[src/rtl/octal_ram_cfg_pkg.sv]
// Shared types and constants for the Octal PSRAM mode-register configuration sequencer.
package octal_ram_cfg_pkg;

  localparam int unsigned CFG_WR_NUM      = 4;
  localparam int unsigned CFG_RD_NUM      = 6;
  localparam int unsigned CFG_PWRUP_CYC   = 20000;
  localparam int unsigned CFG_GAP_CYC     = 4;
  localparam int unsigned CFG_RSP_TIMEOUT = 64;
  localparam int unsigned TMR_W           = 16;
  localparam int unsigned BYTE_W          = 8;

  typedef enum logic [2:0] {
    ST_IDLE,
    ST_PWRUP,
    ST_LOAD,
    ST_ISSUE,
    ST_WAIT_RSP,
    ST_GAP,
    ST_DONE,
    ST_ERR
  } state_e;

  localparam logic [BYTE_W-1:0] MA_00 = 8'h00;
  localparam logic [BYTE_W-1:0] MA_04 = 8'h04;
  localparam logic [BYTE_W-1:0] MA_08 = 8'h08;

  localparam logic [BYTE_W-1:0] MASK_MA00 = 8'h3F;
  localparam logic [BYTE_W-1:0] MASK_MA04 = 8'hE0;
  localparam logic [BYTE_W-1:0] MASK_MA08 = 8'h0F;

  localparam logic CMD_MRW = 1'b1;
  localparam logic CMD_MRR = 1'b0;

  // Readback compare mask per shadowed mode register; zero means not compared.
  function automatic logic [BYTE_W-1:0] cmp_mask(input logic [BYTE_W-1:0] ma);
    case (ma)
      MA_00:   cmp_mask = MASK_MA00;
      MA_04:   cmp_mask = MASK_MA04;
      MA_08:   cmp_mask = MASK_MA08;
      default: cmp_mask = 8'h00;
    endcase
  endfunction

endpackage

[src/rtl/octal_ram_cfg_timer.sv]
// Loadable saturating down-counter shared by the power-up, gap and response-timeout waits.
module octal_ram_cfg_timer
  import octal_ram_cfg_pkg::*;
(
  input  logic             i_clk,
  input  logic             i_rst_n,
  input  logic             i_load,
  input  logic [TMR_W-1:0] i_load_val,
  output logic             o_zero_c
);

  logic [TMR_W-1:0] r_cnt;

  // Load wins; otherwise count down and hold at zero.
  always_ff @(posedge i_clk or negedge i_rst_n) begin
    if (!i_rst_n) begin
      r_cnt <= '0;
    end else if (i_load) begin
      r_cnt <= i_load_val;
    end else if (r_cnt != '0) begin
      r_cnt <= r_cnt - TMR_W'(1);
    end
  end

  assign o_zero_c = (r_cnt == '0);

endmodule

[src/rtl/octal_ram_cfg_seq.sv]
// Octal PSRAM mode-register configuration sequencer: MRW table entries, then MRR readbacks.
// Optional readback verification of MA 00/04/08 enabled by OCTAL_RAM_CFG_VERIFY_EN.
module octal_ram_cfg_seq
  import octal_ram_cfg_pkg::*;
#(
  parameter int unsigned WR_NUM      = CFG_WR_NUM,
  parameter int unsigned RD_NUM      = CFG_RD_NUM,
  parameter int unsigned PWRUP_CYC   = CFG_PWRUP_CYC,
  parameter int unsigned GAP_CYC     = CFG_GAP_CYC,
  parameter int unsigned RSP_TIMEOUT = CFG_RSP_TIMEOUT
)(
  input  logic       iClk,
  input  logic       iRst_N,
  input  logic       iStart,
  output logic [7:0] oCfgNo,
  input  logic [7:0] iCfgAddr,
  input  logic [7:0] iCfgData,
  output logic       oCmdValid,
  input  logic       iCmdReady,
  output logic       oCmdWrite,
  output logic [7:0] oCmdAddr,
  output logic [7:0] oCmdData,
  input  logic       iRspValid,
  input  logic [7:0] iRspData,
  output logic       oRdValid,
  output logic [7:0] oRdAddr,
  output logic [7:0] oRdData,
  output logic       oBusy,
  output logic       oDone,
  output logic       oErr
);

  localparam logic [TMR_W-1:0]  PWRUP_LD = TMR_W'(PWRUP_CYC - 1);
  localparam logic [TMR_W-1:0]  GAP_LD   = TMR_W'(GAP_CYC - 1);
  localparam logic [TMR_W-1:0]  RSP_LD   = TMR_W'(RSP_TIMEOUT - 1);
  localparam logic [BYTE_W-1:0] LAST_IDX = BYTE_W'(WR_NUM + RD_NUM - 1);

  state_e           r_state;
  logic             r_pwrup_done;
  logic             r_mis;
  logic             w_tmr_load;
  logic [TMR_W-1:0] w_tmr_val;
  logic             w_tmr_zero;
  logic             w_is_wr;
  logic             w_mis;

  assign w_is_wr = (32'(oCfgNo) < WR_NUM);

  // Reload the shared timer on entry to each timed state.
  always_comb begin
    w_tmr_load = 1'b0;
    w_tmr_val  = '0;
    case (r_state)
      ST_IDLE, ST_DONE, ST_ERR: begin
        if (iStart) begin
          w_tmr_load = 1'b1;
          w_tmr_val  = PWRUP_LD;
        end
      end
      ST_ISSUE: begin
        if (iCmdReady) begin
          w_tmr_load = 1'b1;
          w_tmr_val  = (oCmdWrite == CMD_MRW) ? GAP_LD : RSP_LD;
        end
      end
      ST_WAIT_RSP: begin
        if (iRspValid) begin
          w_tmr_load = 1'b1;
          w_tmr_val  = GAP_LD;
        end
      end
      default: begin
        w_tmr_load = 1'b0;
      end
    endcase
  end

  octal_ram_cfg_timer u_timer (
    .i_clk      (iClk),
    .i_rst_n    (iRst_N),
    .i_load     (w_tmr_load),
    .i_load_val (w_tmr_val),
    .o_zero_c   (w_tmr_zero)
  );

`ifdef OCTAL_RAM_CFG_VERIFY_EN
  logic [7:0] r_shadow00;
  logic [7:0] r_shadow04;
  logic [7:0] r_shadow08;

  // Remember the OP written to each verified mode register.
  always_ff @(posedge iClk or negedge iRst_N) begin
    if (!iRst_N) begin
      r_shadow00 <= '0;
      r_shadow04 <= '0;
      r_shadow08 <= '0;
    end else if (r_state == ST_ISSUE && iCmdReady && oCmdWrite == CMD_MRW) begin
      case (oCmdAddr)
        MA_00:   r_shadow00 <= oCmdData;
        MA_04:   r_shadow04 <= oCmdData;
        MA_08:   r_shadow08 <= oCmdData;
        default: ;
      endcase
    end
  end

  always_comb begin
    w_mis = 1'b0;
    case (oCmdAddr)
      MA_00:   w_mis = ((iRspData ^ r_shadow00) & cmp_mask(oCmdAddr)) != 8'h00;
      MA_04:   w_mis = ((iRspData ^ r_shadow04) & cmp_mask(oCmdAddr)) != 8'h00;
      MA_08:   w_mis = ((iRspData ^ r_shadow08) & cmp_mask(oCmdAddr)) != 8'h00;
      default: w_mis = 1'b0;
    endcase
  end
`else
  assign w_mis = 1'b0;
`endif

  // Sequencer state and registered outputs.
  always_ff @(posedge iClk or negedge iRst_N) begin
    if (!iRst_N) begin
      r_state      <= ST_IDLE;
      r_pwrup_done <= 1'b0;
      r_mis        <= 1'b0;
      oCfgNo       <= '0;
      oCmdValid    <= 1'b0;
      oCmdWrite    <= 1'b0;
      oCmdAddr     <= '0;
      oCmdData     <= '0;
      oRdValid     <= 1'b0;
      oRdAddr      <= '0;
      oRdData      <= '0;
      oBusy        <= 1'b0;
      oDone        <= 1'b0;
      oErr         <= 1'b0;
    end else begin
      oRdValid <= 1'b0;
      case (r_state)
        ST_IDLE, ST_DONE, ST_ERR: begin
          if (iStart) begin
            oDone   <= 1'b0;
            oErr    <= 1'b0;
            oCfgNo  <= '0;
            oBusy   <= 1'b1;
            r_mis   <= 1'b0;
            r_state <= r_pwrup_done ? ST_LOAD : ST_PWRUP;
          end
        end
        ST_PWRUP: begin
          if (w_tmr_zero) begin
            r_pwrup_done <= 1'b1;
            r_state      <= ST_LOAD;
          end
        end
        ST_LOAD: begin
          oCmdAddr  <= iCfgAddr;
          oCmdWrite <= w_is_wr ? CMD_MRW : CMD_MRR;
          oCmdData  <= w_is_wr ? iCfgData : 8'h00;
          oCmdValid <= 1'b1;
          r_state   <= ST_ISSUE;
        end
        ST_ISSUE: begin
          if (iCmdReady) begin
            oCmdValid <= 1'b0;
            r_state   <= (oCmdWrite == CMD_MRW) ? ST_GAP : ST_WAIT_RSP;
          end
        end
        ST_WAIT_RSP: begin
          if (iRspValid) begin
            oRdValid <= 1'b1;
            oRdAddr  <= oCmdAddr;
            oRdData  <= iRspData;
            r_mis    <= w_mis;
            r_state  <= ST_GAP;
          end else if (w_tmr_zero) begin
            oErr    <= 1'b1;
            oBusy   <= 1'b0;
            r_state <= ST_ERR;
          end
        end
        ST_GAP: begin
          // A failed readback compare aborts right after its oRdValid pulse.
          if (r_mis) begin
            oErr    <= 1'b1;
            oBusy   <= 1'b0;
            r_state <= ST_ERR;
          end else if (w_tmr_zero) begin
            if (oCfgNo == LAST_IDX) begin
              oDone   <= 1'b1;
              oBusy   <= 1'b0;
              r_state <= ST_DONE;
            end else begin
              oCfgNo  <= oCfgNo + 8'd1;
              r_state <= ST_LOAD;
            end
          end
        end
        default: begin
          r_state <= ST_IDLE;
        end
      endcase
    end
  end

endmodule
[config.mk]
export PLATFORM = sky130hd
export DESIGN_NAME = octal_ram_cfg_seq
export DESIGN_NICKNAME = d
export VERILOG_FILES = /design/src/rtl/octal_ram_cfg_pkg.sv /design/src/rtl/octal_ram_cfg_timer.sv /design/src/rtl/octal_ram_cfg_seq.sv
export SDC_FILE = /design/constraint.sdc
export NUM_CORES = 1
export LEC_CHECK = 0
export ABC_AREA = 1
export ABC_CLOCK_PERIOD_IN_PS = 2500
export BUFFER_PORTS_ARGS = -buffer_cell sky130_fd_sc_hd__buf_2
export CAP_MARGIN = 5
export CORE_MARGIN = 8
export CORE_UTILIZATION = 54
export DETAILED_ROUTE_END_ITERATION = 12
export PLACE_DENSITY_LB_ADDON = 0.12
export SYNTH_ARGS = -nofsm -noshare
export SYNTH_HDL_FRONTEND = slang
export SYNTH_SLANG_ARGS = --single-unit
[constraint.sdc]
create_clock -name iClk -period 2.5 [get_ports iClk]
set_clock_uncertainty 0.15 [all_clocks]
set_input_delay 0.25 -clock iClk [delete_from_list [all_inputs] [get_ports iClk]]
set_output_delay 0.25 -clock iClk [all_outputs]
set_load 0.05 [all_outputs]
; ---- Yosys cells after proc, flatten, opt, wreduce, memory -nomap -nowiden
; Index checks and enable logic that the tools add are counted.
[word_totals]
reg_bits = 67
in_bits = 29
word_cells = 108
[op_classes]
add_sub_neg = 2
n_lt_le_gt_ge = 1
eq_ne = 22
muxes = 50
n_reduce_logical = 18
[op_table]
columns = operator, count
row1 = 15-bit case mux with 3 select lines, 1
row2 = 8-bit 2-to-1 mux, 5
row3 = 16-bit 2-to-1 mux, 2
row4 = 3-bit 2-to-1 mux, 8
row5 = 1-bit 2-to-1 mux, 21
row6 = 5-bit AND reduction, 4
row7 = 3-bit case mux with 6 select lines, 1
row8 = 16-bit zero test, 1
row9 = 2-bit inequality test (second input constant), 8
row10 = 8-bit case mux with 2 select lines, 1
row11 = 16-bit nonzero test, 1
row12 = 16-bit by 1-bit subtractor with 16-bit output (second input constant), 1
row13 = 15-bit 2-to-1 mux, 1
row14 = 3-bit == test (second input constant), 4
row15 = 6-bit 2-to-1 mux, 2
row16 = 1-bit case mux with 3 select lines, 3
row17 = 8-bit by 1-bit adder with 8-bit output (second input constant), 1
row18 = 8-bit by 4-bit == test with 1-bit output (second input constant), 1
row19 = 8-bit by 3-bit less-than comparator with 1-bit output (second input constant), 1
row20 = 2-bit nonzero test, 4
row21 = 3-bit by 2-bit == test with 1-bit output (second input constant), 2
row22 = 2-bit by 1-bit inequality test with 1-bit output (second input constant), 3
row23 = 3-bit by 2-bit inequality test with 1-bit output (second input constant), 2
row24 = 1-bit case mux with 2 select lines, 3
row25 = 9 further kinds, 12

; ---- Logic depth before layout (Yosys ltp)
; Gate-level depths: netlist of run 1.
[depth]
ltp_word = 5
depth_mapped = 11
ltp_nobuf = 11

; ---- Hierarchy
; A second synthesis of run 1 with hierarchy kept.
[unflattened]
cells_unflattened = 472
area_unflattened_um2 = 3653.5
[modules_own_cells]
columns = mod, instances, cells_each, area_per_inst_um2, seq_area_each_um2
row1 = octal_ram_cfg_seq, 1, 304, 2519.9, 1251.2
row2 = octal_ram_cfg_timer, 1, 168, 1133.6, 400.4

; ---- Worst setup path after synthesis of run 1
; OpenSTA, ideal clock, no wires.
[synth_timing]
path_kind = flip-flop to flip-flop
start = register oCfgNo[0]
end = register oCfgNo[1]
t_arrival_ns = 1.651
required_ns = 2.276
setup_slack_ns = 0.625
stages_incl_launch_ff = 9
n_path_buf = 1
synth_period_minus_slack_ns = 1.875
cell_sequence = dfrtp_1 -> ha_1 -> nand3_1 -> nor2_1 -> nand2_1 -> nand3_4 -> buf_8 -> nand2_2 -> o21ai_2
[synth_via]
elab_chain_cells = 5
word_cells_on_any_way = 8
classes_between = add/sub (1) / eq/ne (2) / mux (4) / reduce/logical (1)
[synth_rtl]
columns = item, line_no
row1 = start: declaration, octal_ram_cfg_seq.sv:15  ; output logic [7:0] oCfgNo,
row2 = start signal: assignment, octal_ram_cfg_seq.sv:194  ; oCfgNo <= oCfgNo + 8'd1;
row3 = 8-bit by 1-bit adder with 8-bit output, octal_ram_cfg_seq.sv:194
row4 = 8-bit 2-to-1 mux, octal_ram_cfg_seq.sv:189  ; if (oCfgNo == LAST_IDX) begin
row5 = 8-bit 2-to-1 mux, octal_ram_cfg_seq.sv:188  ; end else if (w_tmr_zero) begin
row6 = 8-bit 2-to-1 mux, octal_ram_cfg_seq.sv:184  ; if (r_mis) begin
row7 = 8-bit case mux with 2 select lines, octal_ram_cfg_seq.sv:139  ; case (r_state)
; Parallel ways exist; a longest one is shown, timed or not. The select of a mux whose other input is x is not followed.
; A chain may end at the register's enable or synchronous reset.

; ---- Final worst setup path of run 1
[layout_timing]
start = register u_timer.r_cnt[0]
end = register u_timer.r_cnt[3]
[layout_via]
elab_chain_cells = 3
word_cells_on_any_way = 5
classes_between = add/sub (1) / mux (2) / reduce/logical (2)
[layout_rtl]
columns = item, line_no
row1 = start: declaration, octal_ram_cfg_timer.sv:12  ; logic [TMR_W-1:0] r_cnt;
row2 = start signal: assignment, octal_ram_cfg_timer.sv:19  ; r_cnt <= i_load_val;
row3 = start signal: assignment, octal_ram_cfg_timer.sv:21  ; r_cnt <= r_cnt - TMR_W'(1);
row4 = 16-bit by 1-bit subtractor with 16-bit output, octal_ram_cfg_timer.sv:21
row5 = 16-bit 2-to-1 mux, octal_ram_cfg_timer.sv:20  ; end else if (r_cnt != '0) begin
row6 = 16-bit 2-to-1 mux, octal_ram_cfg_timer.sv:18  ; end else if (i_load) begin
; Parallel ways exist; a longest one is shown, timed or not. The select of a mux whose other input is x is not followed.

==> results of run 1 <==
-- where the power goes --
group          switching (mW)  total (mW)  internal, mW
Combinational            2.19        2.98         0.789
Sequential              0.317        1.80          1.48
Clock                   0.406       0.847         0.441
-- flip-flops by register name, summed over array words and instances, names as in the netlist --
| name | flops |
|---|---|
| u_timer.r_cnt | 16 |
| oCfgNo | 8 |
| oCmdAddr | 8 |
| oCmdData | 8 |
| oRdAddr | 8 |
| oRdData | 8 |
| r_state | 3 |
| oBusy | 1 |
| oCmdValid | 1 |
| oCmdWrite | 1 |
| oDone | 1 |
| oErr | 1 |
| oRdValid | 1 |
| r_pwrup_done | 1 |
-- repair_timing --
action	4_1_cts	5_1_grt
endpoints found under the hold margin	37	0
resized for setup	0	0
hold buffers	23	0
-- synthesized netlist by cell type --
cell type,instances
nand4_1,5
a21oi_1,8
nand2_1,145
nand3b_1,1
inv_2,6
nor2_2,2
o21ai_0,26
xnor2_1,5
or2_2,4
ha_1,4
buf_8,1
buf_4,1
buf_6,1
a21boi_0,1
o21bai_1,1
clkbuf_1,2
o21ai_2,8
xor2_1,3
nand3_2,2
a31o_2,1
inv_1,35
a21o_1,2
clkinv_1,1
nor3_2,5
nand3_4,1
nand3_1,25
buf_2,4
nor2_1,39
nand2_4,3
nand2_2,6
dfrtp_1,66
o21ai_1,1
nor2_4,4
-- worst max-delay path by stage --
stage                           from                to  slack [ns]  depth (start not counted)
floorplan                  oCfgNo[0]         oCfgNo[1]        0.62                          8
global placement    u_timer.r_cnt[0]  u_timer.r_cnt[3]        0.54                          9
detailed placement  u_timer.r_cnt[0]  u_timer.r_cnt[3]        0.47                          9
CTS                 u_timer.r_cnt[0]  u_timer.r_cnt[0]        0.45                          8
global route        u_timer.r_cnt[0]  u_timer.r_cnt[0]        0.26                          8
finish              u_timer.r_cnt[0]  u_timer.r_cnt[3]        0.43                          9
-- final cells by class --
| type | count | area [um^2] |
|---|---|---|
| multi-input cells | 302 | 1500 |
| inverters | 42 | 158 |
| repair buffers | 102 | 638 |
| fillers | 482 | 1760 |
| clock buffers | 13 | 169 |
| flip-flops and latches | 66 | 1650 |
| well taps | 75 | 93.8 |
| clock inverters | 3 | 22.5 |
-- worst register-to-register path, delay by kind of cell, from the launching register on --
kind,cells,cell delay (ns)
simple gates,5,0.92
fa+ha+maj,1,0.21
buf+inv,3,0.33
flops,1,0.37
-- per-layer routing --
metal	track usage, %	vias up
li1	-	1528
met1	22.4	1380
met2	32.7	77
met3	8.97	11
met4	6.63	0
met5	0	-
-- kinds of logic (layout without fill, tap and decap cells) --
| family | after synthesis | in the layout | share of synthesized area (%) |
|---|---|---|---|
| compound gates | 48 | 48 | 8.43 |
| xor+xnor | 8 | 8 | 2.08 |
| fa+ha+maj | 4 | 4 | 1.48 |
| buf+inv | 51 | 160 | 6.50 |
| flops | 66 | 66 | 49.0 |
| simple gates | 242 | 242 | 32.5 |
-- per-stage QoR --
step / instances / area (um^2) / utilization [%]
detailed placement: 564 / 3810 / 63.6
global route: 603 / 4230 / 70.7
finish: 603 / 4230 / 70.7
global placement: 564 / 3810 / 63.6
CTS: 603 / 4230 / 70.7
floorplan: 419 / 3370 / -
==> results.json, run 1 <==
{
  "synthTopCellsByArea": "dfrtp_1, nand2_1, nor2_1, inv_1, o21ai_0",
  "cts.sinks": 66,
  "wl_met2_um": 3950,
  "syn_inst": 419,
  "initial_core_util_pct": 56.3,
  "cp-end-kind": "flop",
  "ys_types": 33,
  "cpPeakStageDelay_ns": 0.37,
  "finalWeightedCongestion": 0.910,
  "cts.clk_slew.worst_paths_ns": 0.07,
  "max_clock_freq_mhz": 483,
  "crit_fanout": 11,
  "drv_cap": 0,
  "yosys.area.top_type": "dfrtp_1",
  "max_slew_margin_pct": 67.0,
  "die_h_um": 95.0,
  "vias": 2996,
  "n_antenna_cell": 0,
  "finalHoldViolCount": 0,
  "dieWidth_um": 95.0,
  "cp.buffers_inverters": 3,
  "cts_setup_buffers": 0,
  "cts_inserted_buffers": 9,
  "drt_iter0_drc": 85,
  "worstSetupPathType": "reg -> reg",
  "tightestPinTransition_ns": 0.493,
  "critPathSlowestCell": "dfrtp_1",
  "finalPower_mw": 5.63,
  "synth.avg_cell_area_um2": 8.04,
  "tns_ns": 0,
  "syn-num-nets": 452,
  "cts_root_buf": "clkbuf_8",
  "whs_endpoint": "oCmdData[7]",
  "htreeDepth": 3,
  "cp.required_ns": 2.58,
  "syn_to_final_growth_pct": 25.6,
  "status": "completed",
  "drt-met1-wl_um": 3510,
  "grt_max_degree": 27,
  "fin_ws_ns": 0.432,
  "grt_pass1_vias": 3056,
  "fin_crit_sh_pct": 82.7,
  "synth-seq-area-share_pct": 49.0,
  "r2r-end": "u_timer.r_cnt[3]",
  "drive_gt1_share_pct": 25.8,
  "rsz0062_at_grt": "false",
  "final_cell_mix": "nand2_1, buf_2, dfrtp_1, nor2_1, inv_1",
  "drc_errors": 0,
  "timing.final.max_slew_violations": 0,
  "mostFrequentLayoutCell": "nand2_1",
  "wl_met3_um": 648,
  "nets": 556,
  "ant_nets": 0,
  "peakVddDrop_mv": 0.982,
  "r2r_setup_slack_ns": 0.43,
  "grt-ovfl-total": 0,
  "ioPinCount": 75,
  "wl_per_cell_um": 13.6,
  "drt-pass1-iter-count": 4,
  "ff2ff_path_depth": 9,
  "r2r_start": "u_timer.r_cnt[0]",
  "startpoint_type": "flop",
  "cellPowerDensity_nw_per_um2": 1330,
  "fin_crit_ns": 2.07,
  "vias_per_cell": 4.97,
  "coreArea_um2": 5990,
  "io_buffers": 74,
  "maxUsedRoutingLayer": "met4",
  "placementRows": 28,
  "grtUsageTotal_pct": 19.9,
  "path_cells": "inv_1 -> ha_1 -> nand2_1 -> nor2_1 -> nand2_1 -> nor2_4 -> inv_1 -> nand2_1 -> inv_1",
  "clockBufferDepth": 2,
  "pre_cts_slack_ns": 0.466,
  "antenna_found_initial": 0,
  "place_hpwl_um": 5750,
  "tritoncts": "built",
  "ys.warnings.count": 0,
  "dieArea_um2": 9030,
  "holdCritStartpoint": "iCfgData[7]",
  "finalSetupViolCount": 0,
  "holdWs_ns": 0.00891,
  "grt_first_pass_wirelength_um": 14100,
  "hold_path_class": "in -> reg",
  "ys_ff_latch": 66,
  "clk-insertion-delay-late_ns": 0.34,
  "syn_area_um2": 3370,
  "finalWirelength_um": 8230,
  "holdPathStages": 3,
  "p_leak_nw": 2.25,
  "synth_top_area_share_pct": 49.0,
  "arrival_ns": 2.15,
  "crit_family": "simple AND/OR/NAND/NOR gates"
}
Power figures use the tool's default switching activity.
==> run 2, diff against run 1 <==
- ABC_CLOCK_PERIOD_IN_PS: 2500 -> 2000
- clock period: 2.5 -> 2 ns (I/O delays scaled with it)
==> run 2 against run 1 <==
  * Power rose by 32%
  * Cell area up 3.5%
  * Clock power up 61%
  * Count of clock-buffer cells in the layout down 4
  * First-iteration DRC count is 64% higher
  * Fmax grew 11%
  * Highest routed layer unchanged
  * Flip-flop and latch count did not move
  * Via count increased by 4.3%
  * Routed wire length rose by 5.7%
  * Largest cell class unchanged
  * Non-clock buffer count increased by 8
==> results.json, run 2 (synthesis gave the netlist of run 1 again) <==
{
  "status": "completed",
  "dieWidth_um": 95.0,
  "drt-pass1-iter-count": 5,
  "cp-end-kind": "flop",
  "max_clock_freq_mhz": 538,
  "grt_first_pass_wirelength_um": 14500,
  "drv_cap": 0,
  "fin_crit_ns": 1.86,
  "placementRows": 28,
  "cp.required_ns": 2.11,
  "fin_crit_sh_pct": 92.9,
  "multiInputGateArea_um2": 1520,
  "grt-ovfl-total": 0,
  "cellPowerDensity_nw_per_um2": 1700,
  "final_cell_mix": "nand2_1, buf_2, dfrtp_1, nor2_1, inv_1",
  "finalSetupViolCount": 0,
  "ioPinCount": 75,
  "max_flop_register": "u_timer.r_cnt",
  "holdPathStages": 4,
  "path_cells": "nor2_1 -> nand3_1 -> nand2_2 -> inv_2 -> nand2_4 -> nor2_4 -> buf_4 -> nor3_2",
  "finalWeightedCongestion": 0.858,
  "critPathSlowestCell": "dfrtp_1",
  "vias_per_cell": 5.11,
  "regArea_um2": 1650,
  "rsz0062_at_grt": "false",
  "vias": 3125,
  "p_leak_nw": 2.33,
  "stdcell_area_um2": 4380,
  "dieArea_um2": 9030,
  "r2r-end": "u_timer.r_cnt[15]",
  "cpPeakStageDelay_ns": 0.45,
  "clockBufferDepth": 2,
  "initial_core_util_pct": 56.3,
  "coreArea_um2": 5990,
  "tritoncts": "built",
  "largest_reg_flops": 16,
  "holdCritStartpoint": "iCmdReady",
  "tightestPinTransition_ns": 0.503,
  "place_area_um2": 3870,
  "finalHoldViolCount": 0,
  "crit_family": "simple AND/OR/NAND/NOR gates",
  "finalWirelength_um": 8700,
  "place_hpwl_um": 5930,
  "grt_max_degree": 67,
  "ff2ff_path_depth": 8,
  "whs_endpoint": "oCmdValid",
  "drc_errors": 0,
  "cts.clk_slew.worst_paths_ns": 0.08,
  "htreeDepth": 3,
  "syn_to_final_growth_pct": 30.0,
  "clk-insertion-delay-late_ns": 0.34,
  "fillers": 454,
  "grtUsageTotal_pct": 20.6,
  "timing.final.max_slew_violations": 0,
  "arrival_ns": 1.97,
  "tns_ns": 0,
  "worstSetupPathType": "reg -> reg",
  "startpoint_type": "flop",
  "n_antenna_cell": 0,
  "hold_path_class": "in -> reg",
  "crit_fanout": 10,
  "drt_iter0_drc": 139,
  "die_h_um": 95.0,
  "io_buffers": 74,
  "r2r_setup_slack_ns": 0.14,
  "cts_setup_buffers": 0,
  "cts.sinks": 66,
  "antenna_found_initial": 0,
  "cts_root_buf": "clkbuf_8",
  "peakVddDrop_mv": 1.03,
  "wl_per_cell_um": 14.2,
  "drive_gt1_share_pct": 27.2,
  "r2r_start": "r_state[0]",
  "ant_nets": 0,
  "cts_inserted_buffers": 9,
  "mostFrequentLayoutCell": "nand2_1",
  "cp.buffers_inverters": 2,
  "max_slew_margin_pct": 66.3,
  "nets": 565,
  "grt_pass1_vias": 3093
}
run 2: layout make-up:
class | instances | area share (%)
clock buffer | 9 | 2.83
multi-input combinational | 303 | 34.7
tap | 75 | 2.14
sequential | 66 | 37.7
inverter | 42 | 3.60
timing repair buffer | 110 | 16.3
clock inverter | 7 | 2.68
run 2: power by group:
| group | total (mW) | switching, mW | internal (mW) |
|---|---|---|---|
| sequential | 2.24 | 0.389 | 1.85 |
| clock | 1.36 | 0.535 | 0.828 |
| combinational | 3.84 | 2.82 | 1.02 |
run 2: metrics by stage:
stage          instances  hold slack [ns]  total power [mW]  util (%)  setup slack, ns
2_1_floorplan        419           -0.246              5.10         -            0.125
3_3_place_gp         570           0.0984              5.93      64.6            0.131
3_5_place_dp         570           0.0970              5.99      64.6           0.0932
4_1_cts              611           0.0346              7.41      72.8           0.0608
5_1_grt              612           0.0689              7.98      73.2          0.00871
6_report             612           0.0451              7.45      73.2            0.143
run 2: what timing repair did:
action | in CTS | in global routing
setup endpoints to repair | 0 | 10
resized for setup | 0 | 3
hold buffers | 25 | 0
endpoints found under the hold margin | 90 | 0
run 2: worst max-delay path by stage:
stage	startpoint	endpoint	slack [ns]	depth (start not counted)
global placement	u_timer.r_cnt[1]	oCfgNo[6]	0.13	9
finish	r_state[0]	u_timer.r_cnt[15]	0.14	8
detailed placement	u_timer.r_cnt[1]	oCfgNo[6]	0.09	9
CTS	u_timer.r_cnt[1]	oCfgNo[6]	0.06	9
floorplan	oCfgNo[0]	oCfgNo[1]	0.12	8
global route	u_timer.r_cnt[1]	r_state[0]	0.009	10
run 2: worst min-delay path: stages:
cell     delay, ns
buf_2         0.09
nand2_1       0.09
nand2_1       0.07
nand2_1       0.04
run 2: routing by layer:
metal	wire length, um	track usage (%)	vias to the layer above
li1	-	-	1553
met1	3780	26.0	1474
met2	4220	32.6	86
met3	573	6.19	12
met4	124	7.41	0
met5	0	0	-
==> run 3, diff against run 2 <==
- PLACE_DENSITY_LB_ADDON: 0.12 -> 0.2
==> run 3 against run 2 <==
  * Power fell by 1.2%
  * Count of clock-buffer cells in the layout up 1
  * Flip-flop and latch count is the same
  * Routed wire length grew 1.7%
  * Register-to-register slack about the same
  * First-iteration DRC count up 22%
  * Critical path depth down 2
  * Final cell count decreased by 0.16%
==> results.json, run 3 (synthesis gave the netlist of run 1 again) <==
{
  "status": "completed",
  "cts.clk_slew.worst_paths_ns": 0.07,
  "hold_path_class": "in -> reg",
  "nets": 564,
  "grt_max_degree": 67,
  "htreeDepth": 3,
  "placementRows": 28,
  "crit_fanout": 19,
  "cp.required_ns": 2.08,
  "drt_iter0_drc": 170,
  "arrival_ns": 1.93,
  "place_area_um2": 3870,
  "dieArea_um2": 9030,
  "finalHoldViolCount": 0,
  "drv_cap": 0,
  "dieWidth_um": 95.0,
  "cp-end-kind": "flop",
  "path_cells": "nor2_1 -> nand3_1 -> buf_12 -> clkinv_1 -> nand2_1 -> nand2_1",
  "finalWeightedCongestion": 0.875,
  "syn_to_final_growth_pct": 29.4,
  "fin_crit_ns": 1.86,
  "tns_ns": 0,
  "max_clock_freq_mhz": 538,
  "ant_nets": 0,
  "grt_first_pass_wirelength_um": 14500,
  "rsz0062_at_grt": "true",
  "grt-ovfl-total": 0,
  "mostFrequentLayoutCell": "nand2_1",
  "holdWs_ns": 0.0290,
  "drc_errors": 0,
  "timing.final.max_slew_violations": 0,
  "finalSetupViolCount": 0,
  "tightestPinTransition_ns": 0.558,
  "max_slew_margin_pct": 62.7,
  "critPathSlowestCell": "dfrtp_1",
  "clockBufferDepth": 2,
  "worstSetupPathType": "reg -> reg",
  "cts_setup_buffers": 0,
  "numPlacedInstances": 569,
  "tritoncts": "built",
  "coreArea_um2": 5990,
  "final_cell_mix": "nand2_1, buf_2, dfrtp_1, nor2_1, inv_1",
  "cts_inserted_buffers": 9,
  "drt-pass1-iter-count": 4,
  "p_leak_nw": 2.32,
  "max_flop_register": "u_timer.r_cnt",
  "n_antenna_cell": 0,
  "drive_gt1_share_pct": 26.5,
  "stdcell_area_um2": 4360,
  "startpoint_type": "flop",
  "clk-insertion-delay-late_ns": 0.34,
  "grt_pass1_vias": 3038,
  "cts_root_buf": "clkbuf_8",
  "cpMostUsedCell": "nand2_1",
  "peakVddDrop_mv": 1.25,
  "die_h_um": 95.0,
  "finalWirelength_um": 8850,
  "vias_per_cell": 5.12,
  "cts.sinks": 66,
  "instances_no_fill": 611,
  "ioPinCount": 75,
  "cpPeakStageDelay_ns": 0.47,
  "antenna_found_initial": 0,
  "grtUsageTotal_pct": 20.6,
  "initial_core_util_pct": 56.3,
  "place_hpwl_um": 5780,
  "largest_reg_flops": 16,
  "fin_crit_sh_pct": 92.9,
  "io_buffers": 74,
  "cellPowerDensity_nw_per_um2": 1690,
  "vias": 3126,
  "wl_per_cell_um": 14.5
}
run 3: cell count changes in the layout (fill, tap and decap cells not counted):
cell	before	now
buf_12	1	2
buf_4	10	8
bufinv_16	3	2
clkbuf_1	0	1
clkinv_2	2	1
clkinv_4	2	3
nand2_1	144	145
nand2_2	7	6
nor2_1	38	39
nor2_2	3	2
run 3: report_power, final:
group | total [mW] | internal (mW) | switching [mW] | leakage (nW)
Sequential | 2.25 | 1.85 | 0.398 | 0.842
Clock | 1.24 | 0.707 | 0.529 | 0.110
Combinational | 3.87 | 1.04 | 2.83 | 1.37
Total | 7.36 | 3.60 | 3.76 | 2.32
run 3: critical path: cells and delay by family, from the launching register on:
| family | cells | cell delay (ns) |
|---|---|---|
| buf+inv | 2 | 0.57 |
| flops | 1 | 0.47 |
| simple gates | 4 | 0.56 |
run 3: layout make-up:
cell class / instances / area [um^2]
clock buffers: 10 / 128
clock inverters: 6 / 91.3
flip-flops and latches: 66 / 1650
well taps: 75 / 93.8
inverters: 42 / 158
repair buffers: 109 / 721
multi-input cells: 303 / 1520
fillers: 433 / 1630
run 3: repair_timing:
item,CTS,global route
endpoints found under the setup margin,0,9
endpoints found under the hold margin,90,0
hold buffers,25,0
resized for setup,0,1
run 3: worst paths after layout:
path	cells after the start	endpoint	slack, ns	startpoint
setup / recovery	6	oRdData[2]	0.14	r_state[0]
hold / removal	4	oCmdValid	0.03	iCmdReady
setup reg to reg	6	oRdData[2]	0.14	r_state[0]
hold reg to reg	2	oCmdData[1]	0.33	oCmdData[1]
max in group asynchronous	3	oCmdData[6]	1.16	iRst_N
min in group asynchronous	3	u_timer.r_cnt[11]	0.23	iRst_N
run 3: through the flow:
stage | power [mW] | util, % | setup WS, ns
after floorplan | 5.10 | - | 0.125
after global placement | 5.92 | 64.7 | 0.213
after detailed placement | 6.00 | 64.7 | 0.139
after CTS | 7.30 | 72.5 | 0.124
after global routing | 7.87 | 72.8 | -0.0154
final | 7.36 | 72.8 | 0.142
run 3: routing by layer:
layer,global-route usage (%),vias to the layer above,wire length [um]
met4,8.06,0,154
met5,0,-,0
met2,33.0,96,4270
met1,25.5,1473,3900
met3,6.35,15,527
li1,-,1542,-
